$ cat src/rtl/sub_pkg.sv
// Shared definitions for the bit-serial subtractor: FSM state encoding and default width.
package sub_pkg;

  typedef enum logic [1:0] {
    ST_IDLE = 2'd0,
    ST_RUN  = 2'd1,
    ST_DONE = 2'd2
  } state_t;

  localparam int DEFAULT_WIDTH = 8;

endpackage : sub_pkg

$ cat src/rtl/full_sub_bit.sv
// One-bit full subtractor built from two chained half subtractors: d = x - y - bin.
module full_sub_bit (
  input  logic x,
  input  logic y,
  input  logic bin,
  output logic d,
  output logic bout
);

  logic d_xy;
  logic b_xy;
  logic b_in;

  half_sub u_hs_xy (
    .x (x),
    .y (y),
    .d (d_xy),
    .b (b_xy)
  );

  half_sub u_hs_in (
    .x (d_xy),
    .y (bin),
    .d (d),
    .b (b_in)
  );

  // The two borrows are never both set, so OR is the exact carry-out.
  assign bout = b_xy | b_in;

endmodule : full_sub_bit

$ cat src/rtl/half_sub.sv
// One-bit half subtractor: d = x - y, borrow when y exceeds x.
module half_sub (
  input  logic x,
  input  logic y,
  output logic d,
  output logic b
);

  assign d = x ^ y;
  assign b = ~x & y;

endmodule : half_sub

$ cat src/rtl/serial_sub_ctrl.sv
// Bit-serial WIDTH-bit subtractor: computes a - b LSB first through a single full_sub_bit
// cell, presenting diff/borrow_out together with a one-cycle done pulse.
module serial_sub_ctrl
  import sub_pkg::*;
#(
  parameter int WIDTH = DEFAULT_WIDTH
) (
  input  logic             clk,
  input  logic             rst_n,
  input  logic             start,
  input  logic [WIDTH-1:0] a,
  input  logic [WIDTH-1:0] b,
  output logic             busy,
  output logic             done,
  output logic [WIDTH-1:0] diff,
  output logic             borrow_out
);

  localparam int CW = $clog2(WIDTH);

  state_t           state;
  logic [WIDTH-1:0] sh_a;
  logic [WIDTH-1:0] sh_b;
  logic [WIDTH-1:0] sh_r;
  logic             bff;
  logic [CW-1:0]    count;
  logic             d_bit;
  logic             b_bit;

  full_sub_bit u_full_sub_bit (
    .x    (sh_a[0]),
    .y    (sh_b[0]),
    .bin  (bff),
    .d    (d_bit),
    .bout (b_bit)
  );

  // NOTE: sequential state uses non-blocking assignments so every register samples
  // pre-edge values; all registers here are flops (no memories), so all are reset.
  always_ff @(posedge clk or negedge rst_n) begin
    if (!rst_n) begin
      state      <= ST_IDLE;
      sh_a       <= '0;
      sh_b       <= '0;
      sh_r       <= '0;
      bff        <= 1'b0;
      count      <= '0;
      busy       <= 1'b0;
      done       <= 1'b0;
      diff       <= '0;
      borrow_out <= 1'b0;
    end else begin
      done <= 1'b0;
      unique case (state)
        ST_IDLE: begin
          if (start) begin
            sh_a  <= a;
            sh_b  <= b;
            sh_r  <= '0;
            bff   <= 1'b0;
            count <= '0;
            busy  <= 1'b1;
            state <= ST_RUN;
          end
        end
        ST_RUN: begin
          sh_r  <= {d_bit, sh_r[WIDTH-1:1]};
          sh_a  <= sh_a >> 1;
          sh_b  <= sh_b >> 1;
          bff   <= b_bit;
          count <= count + 1'b1;
          if (count == CW'(WIDTH - 1)) begin
            // Fold the last bit in here so diff/borrow_out are valid while done is high.
            diff       <= {d_bit, sh_r[WIDTH-1:1]};
            borrow_out <= b_bit;
            done       <= 1'b1;
            state      <= ST_DONE;
          end
        end
        ST_DONE: begin
          busy  <= 1'b0;
          state <= ST_IDLE;
        end
        default: begin
          busy  <= 1'b0;
          state <= ST_IDLE;
        end
      endcase
    end
  end

endmodule : serial_sub_ctrl
$ cat config.mk
export PLATFORM = sky130hd
export DESIGN_NAME = serial_sub_ctrl
export DESIGN_NICKNAME = d
export VERILOG_FILES = /design/src/rtl/sub_pkg.sv /design/src/rtl/full_sub_bit.sv /design/src/rtl/half_sub.sv /design/src/rtl/serial_sub_ctrl.sv
export SDC_FILE = /design/constraint.sdc
export NUM_CORES = 1
export LEC_CHECK = 0
export ABC_AREA = 1
export CAP_MARGIN = 25
export CORE_MARGIN = 5
export CORE_UTILIZATION = 25
export CTS_BUF_LIST = sky130_fd_sc_hd__clkbuf_4 sky130_fd_sc_hd__clkbuf_8 sky130_fd_sc_hd__clkbuf_16
export DETAILED_ROUTE_END_ITERATION = 10
export SYNTH_ARGS = -nofsm -noshare
export SYNTH_HDL_FRONTEND = slang
export SYNTH_HIERARCHICAL = 1
export SYNTH_SLANG_ARGS = --single-unit
$ cat constraint.sdc
create_clock -name clk -period 1.3 [get_ports clk]
set_clock_uncertainty 0.05 [all_clocks]
set_input_delay 0.26 -clock clk [delete_from_list [all_inputs] [get_ports clk]]
set_output_delay 0.26 -clock clk [all_outputs]
set_load 0.05 [all_outputs]
# == After elaboration in Yosys (flattened, before gate mapping) ==
# Cells that the tools add are included.
# word_totals
reg_bits,41
latch_bits,0
ramBits,0
rom_bits,0
n_memories,0
# classes
add_sub_neg,1
multipliers,0
n_div,0
n_lt_le_gt_ge,0
n_eq_ne,4
shifts,0
muxes,17
bitwise_logic,8
n_reduce_logical,6
# op_table
cell,n
$pmux W8 S2,3
$mux W8,3
$reduce_and A2 Y1,4
$pmux W3 S2,1
$mux W1,4
$mux W2,2
$ne A2 B2 Y1 const B,2
$pmux W1 S2,2
$pmux W2 S2,1
$add A3 B1 Y3 const B,1
$eq A3 B3 Y1 const B,1
$mux W3,1
$not A1 Y1,3
$and A1 B1 Y1,2
$eq A2 B1 Y1 const B,1
$logic_not A2 Y1,1
$reduce_bool A2 Y1,1
$xor A1 B1 Y1,2
$or A1 B1 Y1,1

# == Depth between registers and ports, before layout ==
# Gate-level depths: netlist of the first run.
# logic_depth
ltp_word,5
mapped_depth,9
depth_no_buf,9

# == Modules after synthesis ==
# Netlist of the first run, hierarchy kept.
# by_module_without_submodules
mod,instances,cells_each,area_per_inst_um2,seq_area_each_um2
serial_sub_ctrl,1,218,1915.6,1001.0
half_sub,2,3,20.0,0.0
full_sub_bit,1,3,11.3,0.0

# == Worst setup path before layout of the first run ==
# OpenSTA, ideal clock, no wires.
# synth_timing
path_type,register to register
from,register count[0]
to,register borrow_out
t_arrival_ps,1167
required_time_ps,1184
slack_ps,17
stages_incl_launch_ff,7
path_buffers,1
period_less_slack_ps,1283
path_cell_list,dfrtp_1 -> ha_1 -> ha_1 -> nand2_4 -> buf_6 -> nand2_1 -> nand2_1
# synth_between
elab_chain_cells,2
# synth_lines
item,line,text
start: declaration,serial_sub_ctrl.sv:26,logic [CW-1:0] count;
start signal: assignment,serial_sub_ctrl.sv:71,count <= count + 1'b1;
$eq A3 B3 Y1,serial_sub_ctrl.sv:72,if (count == CW'(WIDTH - 1)) begin
$reduce_and A2 Y1 (no line),n/a,
end signal: assignment,serial_sub_ctrl.sv:75,borrow_out <= b_bit;
end: declaration,serial_sub_ctrl.sv:16,output logic borrow_out
# Every way passes these cells.
# A chain may end at the register's enable or synchronous reset.

# == Worst setup path after layout of the first run ==
# layout_timing
from,register sh_b[0]
to,register sh_r[7]
# layout_between
elab_chain_cells,3
# layout_lines
item,line,text
start: declaration,serial_sub_ctrl.sv:23,logic [WIDTH-1:0] sh_b;
start signal: assignment,serial_sub_ctrl.sv:69,sh_b <= sh_b >> 1;
$xor A1 B1 Y1,half_sub.sv:9,assign d = x ^ y;
net u_full_sub_bit.d_xy,full_sub_bit.sv:10,logic d_xy;
$xor A1 B1 Y1,half_sub.sv:9,
net d_bit,serial_sub_ctrl.sv:27,logic d_bit;
$pmux W8 S2,serial_sub_ctrl.sv:54,unique case (state)
end signal: assignment,serial_sub_ctrl.sv:67,"sh_r <= {d_bit, sh_r[WIDTH-1:1]};"
end: declaration,serial_sub_ctrl.sv:24,logic [WIDTH-1:0] sh_r;
# The timed path passes the listed nets, and every way through them passes these cells.

==> results of run 1 <==
cell families (layout without fill, tap and decap cells):
group           Yosys count  in the layout  share of synthesized area, %
simple gates            110            112                          26.3
compound gates           18             18                          7.25
flops                    40             40                          50.9
fa+ha+maj                 4              4                          2.54
buf+inv                  55             94                          13.0
sequential cells by signal, summed over array words and instances, names as in the netlist:
register	count
busy	1
diff	8
done	1
count	3
sh_a	8
bff	1
borrow_out	1
sh_r	7
state	2
sh_b	8
repair_timing:
action / in CTS / in global routing
cloned: 2 / 0
resized for setup: 2 / 7
setup endpoints to repair: 9 / 13
pin swaps: 5 / 4
hold endpoints to repair: 40 / 0
hold buffers: 1 / 0
setup buffers: 1 / 0
layout make-up:
class,instances,area share [%]
well taps,102,4.77
flip-flops and latches,40,37.4
repair buffers,42,19.6
multi-input cells,134,28.3
clock buffers,6,3.09
clock inverters,2,0.562
inverters,44,6.27
power breakdown:
group | leakage (nW) | internal, mW | total [mW] | switching, mW
clock | 0.0434 | 0.430 | 0.884 | 0.454
sequential | 0.496 | 1.81 | 2.22 | 0.406
combinational | 0.808 | 1.55 | 3.55 | 2.00
layout by cell type (no fill, tap or decap), types with 4 or more instances in the layout:
cell and instances:
o21ai_2 13, o21ai_0 4, buf_12 13, buf_4 9, dfrtp_1 40, nand2_2 4
inv_1 41, nand3_1 44, nand2_1 55, clkdlybuf4s50_1 17, clkbuf_8 6
worst max-delay path by stage:
| stage | slack [ns] | to | cells past startpoint | start |
|---|---|---|---|---|
| floorplan | 0.02 | borrow_out | 6 | count[0] |
| global placement | -0.20 | sh_a[6] | 5 | start |
| detailed placement | -0.20 | sh_a[6] | 5 | start |
| CTS | -0.06 | sh_r[7] | 7 | sh_b[0] |
| global route | -0.14 | borrow_out | 8 | sh_b[0] |
| finish | -0.05 | sh_r[7] | 7 | sh_b[0] |
layer usage:
| metal | global-route usage (%) | share of wire [%] |
|---|---|---|
| met1 | 12.0 | 44 |
| met2 | 14.7 | 46 |
| met3 | 3.61 | 7.9 |
| met4 | 3.78 | 1.2 |
| met5 | 0 | 0 |
synth_stat cells, drive strengths merged:
master  number  area, um^2
ha           4        50.1
nor2         3        18.8
inv         44         168
buf         11        88.8
o21ai       17         134
dfrtp       40        1000
nand4        1        6.26
nand3       44         220
nand2       62         272
a21oi        1        8.76
metrics by stage:
| step | setup WS, ns | std cells | area [um^2] |
|---|---|---|---|
| finish | -0.0540 | 370 | 2670 |
| CTS | -0.0644 | 370 | 2640 |
| global placement | -0.198 | 358 | 2510 |
| floorplan | 0.0169 | 227 | 1970 |
| detailed placement | -0.198 | 358 | 2510 |
| global route | -0.143 | 370 | 2670 |
worst min-delay path, cell delays in order:
cell	delay [ns]
dlygate4sd3_1	0.52
buf_2	0.12
buf_12	0.23
==> metrics, run 1 <==
status finished, violations left; violated checks negative setup slack; startpoint types flip-flop; final RePlAce weighted congestion 0.782; area of the multi-input gates 756 um^2; Worst Setup Path Type flip-flop to flip-flop; post-DR wirelength/cell 11.5 um; CP Buf/Inv Count 3; H-Tree Depth 2; final sum of negative setup slack -0.141 ns; clk_lat worst skew roughly 0.29 ns; Critical R2R Launch sh_b[0]; final worst slack -0.0540 ns; Layout fillers roughly 810; CP peak stage delay roughly 0.40 ns; period utilization 104%; Antenna Nets Post-Route 0; CTS tree done; Final min period 1.35 ns; CTS clk-pin slew, worst paths roughly 0.080 ns; RSZ-0062 raised after global routing yes; Slew Viols, Final 0; Site Rows 32; ratio of cells with drive above 1 in the final layout between 20% and 30%; CTS buffer count 5; required time worst endpoint 1.44 ns; Max Cap Viol 0; Yosys reg bits 40; Yosys cell types 18; Syn Inst Count 227; final WL 4.26 mm; CTS Buffer Depth 2; Cell Area, Synth 1970 um^2; nets 290; DRT iter0 DRCs 74; r2r setup slk -0.05 ns; vias 1552; leak pwr around 1.3 nW; Vias/cell approximately 4.2; worst slew pin tran 0.282 ns; final setup vio count 4; Critical Path Sink Type flip-flop; syn_area_per_cell 8.66 um^2; Reg-to-Reg End sh_r[7]; Max Clock Freq 739 MHz; first-pass GRT wire length between 7 and 8 mm; core area 7690 um^2; Synth warnings 6; CTS root buf clkbuf_8; DP Wirelength between 2 and 3 mm; relative slew slack 81.1%; pwr dens roughly 2500 nW/um^2; vias in the first global route 1537; register area 1000 um^2; top cell family by delay on the critical path adder cells; drt pass-1 iters 4; Die ar. 9740 um^2; io pins 30; Die Span Y 98.7 um; CP max FO 2; DRC errors left 0; Final Hold Viols 0; crit-path cells ha_1 > inv_1 > inv_1 > ha_1 > inv_2 > nand2_2 > o21ai_2; hold slack just over 0.4 ns; Final Total Pwr roughly 6.6 mW; HP Class input pin to async pin; ant diodes 0; initial core utilization 25.6%; largest net degree at the start of global routing ~40; slowest CP cell dfrtp_1; initial antenna violation count 0; peak supply drop 936 uV; aggregate global routing overflow 0; sequential share of the synthesized area 50.9%; Die Width 98.7 um; Mapped Nets 250; Layout area overhead 35.9%; gr usage total a little under a tenth; TritonCTS sink count 40; IO buf count 29; final core area utilization 34.8%; Worst EP arrival 1.50 ns; worst-case reg-to-reg path depth 7
Note: power is estimated with default switching activity, not from simulation.
==> inputs of run 2 (changes only) <==
Settings changed: CORE_MARGIN 5 to 4, SYNTH_HIERARCHICAL 1 to unset.
==> metrics, run 2 <==
first-pass GRT wire length 6.76 mm; Slew Viols, Final 0; Worst EP arrival approximately 1.4 ns; placed inst area 2460 um^2; Placed Cells 340; drt pass-1 iters 4; most frequent cells in the layout 84 x nand2_1, 39 x dfrtp_1, 33 x nand3_1; top cell family by delay on the critical path adder cells; post-DR wirelength/cell 11.2 um; Synth area leaders dfrtp_1 53%, nand2_1 17%, nand3_1 8.7%, o21ai_2 6.0%, buf_6 3.0%; CTS buffer count 5; CP peak stage delay roughly 0.51 ns; slowest CP cell fa_1; required time worst endpoint between 1 and 1.5 ns; status finished, final reports clean; Layout fillers 750; peak supply drop 609 uV; relative slew slack 73.9%; nets 274; CP max FO 2; pre-CTS WS -0.107 ns; commonest non-fill, non-tap cell in the layout nand2_1; crit-path cells fa_1 > nand2_1 > o21ai_2; Synth warnings 0; TritonCTS sink count 40; Worst Setup Path Type flip-flop to flip-flop; ant diodes 0; CTS tree done; syn_area_per_cell 8.95 um^2; HP Class input pin to async pin; initial core utilization 25.9%; DP Wirelength between 2 and 3 mm; final WL 3.94 mm; RSZ-0062 raised after global routing no; largest registers diff: 8 flops, sh_a: 8 flops, sh_b: 8 flops; final worst slack 0.0801 ns; vias in the first global route 1439; final RePlAce weighted congestion 0.753; Layout area overhead 40.3%; initial antenna violation count 0; Post-synth EDFFs 0; Mapped Nets 233; Die Width 94.9 um; pwr dens 2480 nW/um^2; count leader, synth nand2_1; clk_lat worst skew between 0.2 and 0.3 ns; leak pwr 1.30 nW; post-synth top area share between 50% and 60%; most frequent cells after synthesis 84 x nand2_1, 40 x dfrtp_1, 33 x nand3_1; Antenna Nets Post-Route 0; CTS clk-pin slew, worst paths 0.08 ns; Max Cap Viol 0; IO buf count 29; period utilization 93.8%; H-Tree Depth 2; WP depth 3; Layout Cells excl Fill 352; DRT iter0 DRCs 77; vias ~1500; worst slew pin tran 0.392 ns; Die ar. about 9000 um^2; Final min period 1.22 ns; largest net degree at the start of global routing 26; ys async rst share 100%; fin area 2650 um^2; Final Hold Viols 0; final setup vio count 0; Die Span Y 94.9 um; Site Rows 31; DRC errors left 0; worst-case reg-to-reg path depth 3; startpoint types flip-flop; aggregate global routing overflow 0; gr usage total 9.60%; Vias/cell 4.18; sequential share of the synthesized area 53.0%; top_reg_cell synth dfrtp_1; Max Clock Freq 820 MHz; Yosys reg bits 40; CP Buf/Inv Count 0; Syn Inst Count 211; cell taking the most area after synthesis dfrtp_1; io pins 30; Cell Area, Synth between 1500 and 2000 um^2; ratio of cells with drive above 1 in the final layout 24.1%; CTS Buffer Depth 2; CTS root buf clkbuf_8; core area 7290 um^2; Critical Path Sink Type flip-flop; Yosys cell types 18
## run 2: cell types whose count changed after synthesis, sizes merged
cell,previous run,this run
buf,11,12
fa,0,1
ha,4,2
inv,44,14
nand2,62,88
nand3,44,33
nand4,1,0
## run 2: final cells by class
cell class              count  area (um^2)  share of cell area [%]
clock inverters             3         46.3                    1.75
clock buffers               5         68.8                    2.60
multi-input cells         145          758                    28.6
flip-flops and latches     40         1000                    37.8
well taps                  99          124                    4.67
repair buffers             46          593                    22.4
inverters                  14         57.6                    2.17
## run 2: report_power, final
| part | internal (mW) | switching, mW |
|---|---|---|
| Combinational | 1.52 | 1.86 |
| Clock | 0.578 | 0.454 |
| Sequential | 1.79 | 0.385 |
| Total | 3.89 | 2.70 |
## run 2: what timing repair did
| action | CTS | global route |
|---|---|---|
| setup buffers | 0 | 2 |
| hold buffers | 1 | 0 |
| cloned | 0 | 1 |
| endpoints found under the setup margin | 6 | 23 |
| resized for setup | 1 | 7 |
| endpoints found under the hold margin | 15 | 0 |
| pin swaps | 0 | 1 |
## run 2: final timing paths
check                        start        to  slack (ns)
max                        sh_a[0]   sh_r[7]        0.08
max in group asynchronous    rst_n  state[1]        0.36
min                          rst_n   diff[6]        0.37
max reg2reg                sh_a[0]   sh_r[7]        0.08
min reg2reg                sh_r[4]   sh_r[3]        0.44
min in group clk           sh_r[4]   sh_r[3]        0.44
## run 2: kinds of logic (layout without fill, tap and decap cells)
| group | count (synthesis) | in the layout | share of synthesized area [%] |
|---|---|---|---|
| fa+ha+maj | 3 | 3 | 2.38 |
| compound gates | 18 | 18 | 7.55 |
| buf+inv | 26 | 68 | 8.15 |
| flops | 40 | 40 | 53.0 |
| simple gates | 124 | 124 | 28.9 |
## run 2: per-stage QoR
stage                     power [mW]  util [%]  hold slack [ns]  setup TNS, ns
after floorplan                 4.23         -          -0.0856              0
after global placement          5.45      33.7            0.158          -1.49
after detailed placement        5.50      33.7            0.156          -1.83
after CTS                       6.56      35.4            0.388              0
after global routing            7.12      36.3            0.399              0
final                           6.58      36.3            0.373              0
## run 2: layer usage
layer  track usage (%)  part of all wire (%)
met4              2.88                   1.2
met1              12.5                    46
met5                 0                     0
met3              3.51                   4.5
met2              14.9                    48
==> inputs of run 3 (changes only) <==
Settings changed: CORE_MARGIN 4 to unset, CORE_UTILIZATION 25 to 47, HOLD_SLACK_MARGIN set to 0.12, PLACE_DENSITY set to 0.74.
==> metrics, run 3 (synthesis gave the netlist of run 2 again) <==
Critical Path Sink Type flip-flop; peak supply drop 1270 uV; IO buf count 29; Final min period ~1.2 ns; commonest non-fill, non-tap cell in the layout nand2_1; first-pass GRT wire length 6.33 mm; startpoint types flip-flop; CTS clk-pin slew, worst paths ~0.070 ns; Final Hold Viols 0; ant diodes 0; r2r setup slk 0.07 ns; Site Rows 22; largest net degree at the start of global routing between 40 and 50; met1 WL 1.74 mm; DP Wirelength 2.44 mm; Worst EP arrival 1.36 ns; Die Width 65.4 um; CTS root buf clkbuf_8; initial antenna violation count 0; gr usage total 19.7%; final setup vio count 0; aggregate global routing overflow 0; initial core utilization 50.1%; pwr dens 2510 nW/um^2; final RePlAce weighted congestion 0.778; largest registers diff: 8 flops, sh_a: 8 flops, sh_b: 8 flops; Slew Viols, Final 0; period utilization 94.4%; ratio of cells with drive above 1 in the final layout 24.8%; worst slew pin tran 0.211 ns; CP max FO 7; Max Cap Viol 0; WL met3 ~170 um; vias 1519; met2 wire length 1.93 mm; Antenna Nets Post-Route 0; Top Metal Used met4; io pins 30; CTS buffer count 5; Layout area overhead 38.2%; fin area around 2600 um^2; Max Clock Freq 815 MHz; most frequent cells in the layout 84 x nand2_1, 38 x dfrtp_1, 33 x nand3_1; worst-case reg-to-reg path depth 5; Worst Setup Path Type flip-flop to flip-flop; Die ar. 4280 um^2; placed inst area 2400 um^2; CTS tree done; status finished, final reports clean; Die Span Y roughly 65 um; post-DR wirelength/cell 12.9 um; CTS Buffer Depth 2; drt pass-1 iters 6; final WL 3.91 mm; H-Tree Depth 2; required time worst endpoint 1.43 ns; HP Class input pin to async pin; clk_lat worst skew 0.29 ns; nets 275; Reg-to-Reg End diff[3]; core area between 3000 and 4000 um^2; DRT iter0 DRCs 124; Vias/cell 5.03; TritonCTS sink count 40; leak pwr 1.31 nW; Critical R2R Launch count[0]; vias in the first global route between 1000 and 1500; relative slew slack 86.0%; hold slack 0.413 ns; DRC errors left 0
[run 3: worst max path at each step]
stage              from  endpoint  slack (ns)  depth (start not counted)
2_1_floorplan  count[0]   diff[7]       0.006                          6
3_3_place_gp      start   sh_r[2]       -0.07                          4
3_5_place_dp      start   sh_r[1]       -0.11                          4
4_1_cts        state[1]   sh_b[4]        0.01                          7
5_1_grt        state[1]  state[0]      -0.003                          6
6_report       count[0]   diff[3]        0.07                          5
[run 3: repair_timing]
| item | 4_1_cts | 5_1_grt |
|---|---|---|
| endpoints found under the hold margin | 40 | 0 |
| buffers inserted | 0 | 1 |
| endpoints found under the setup margin | 8 | 23 |
| cloned | 0 | 2 |
| hold buffers | 1 | 0 |
| pin swaps | 1 | 1 |
| gates resized for setup | 1 | 9 |
[run 3: area by class of cell]
type | instances | area [um^2]
fill | 287 | 1160
sequential | 40 | 1000
clock buffer | 6 | 82.6
multi-input combinational | 145 | 776
clock inverter | 2 | 10.0
inverter | 14 | 57.6
tap | 48 | 60.1
timing repair buffer | 47 | 622
[run 3: worst max-delay path, stage by stage, from the launching register on]
cell and delay [ns]:
dfrtp_1 0.39, ha_2 0.20, ha_4 0.18, nand2_8 0.10
clkbuf_16 0.15, o21ai_2 0.05
[run 3: stage by stage]
stage                     setup TNS [ns]  power, mW  std cells  setup WS [ns]  utilization, %
after floorplan                        0       4.23        211        0.00593               -
final                                  0       6.55        302         0.0731            69.2
after detailed placement           -2.09       5.46        290         -0.108            63.7
after CTS                              0       6.33        299         0.0101            66.5
after global placement             -1.15       5.37        290        -0.0739            63.7
after global routing            -0.00270       7.01        302       -0.00267            69.2
[run 3: power by group]
group,internal (mW),switching [mW],total (mW)
clock,0.423,0.425,0.849
combinational,1.57,1.93,3.50
sequential,1.79,0.413,2.20
total,3.78,2.77,6.55
[run 3: metal layers]
metal	vias to the layer above	GRT usage, %
met4	0	6.52
met1	719	25.2
met3	7	5.38
met2	40	32.1
met5	-	0
li1	753	-
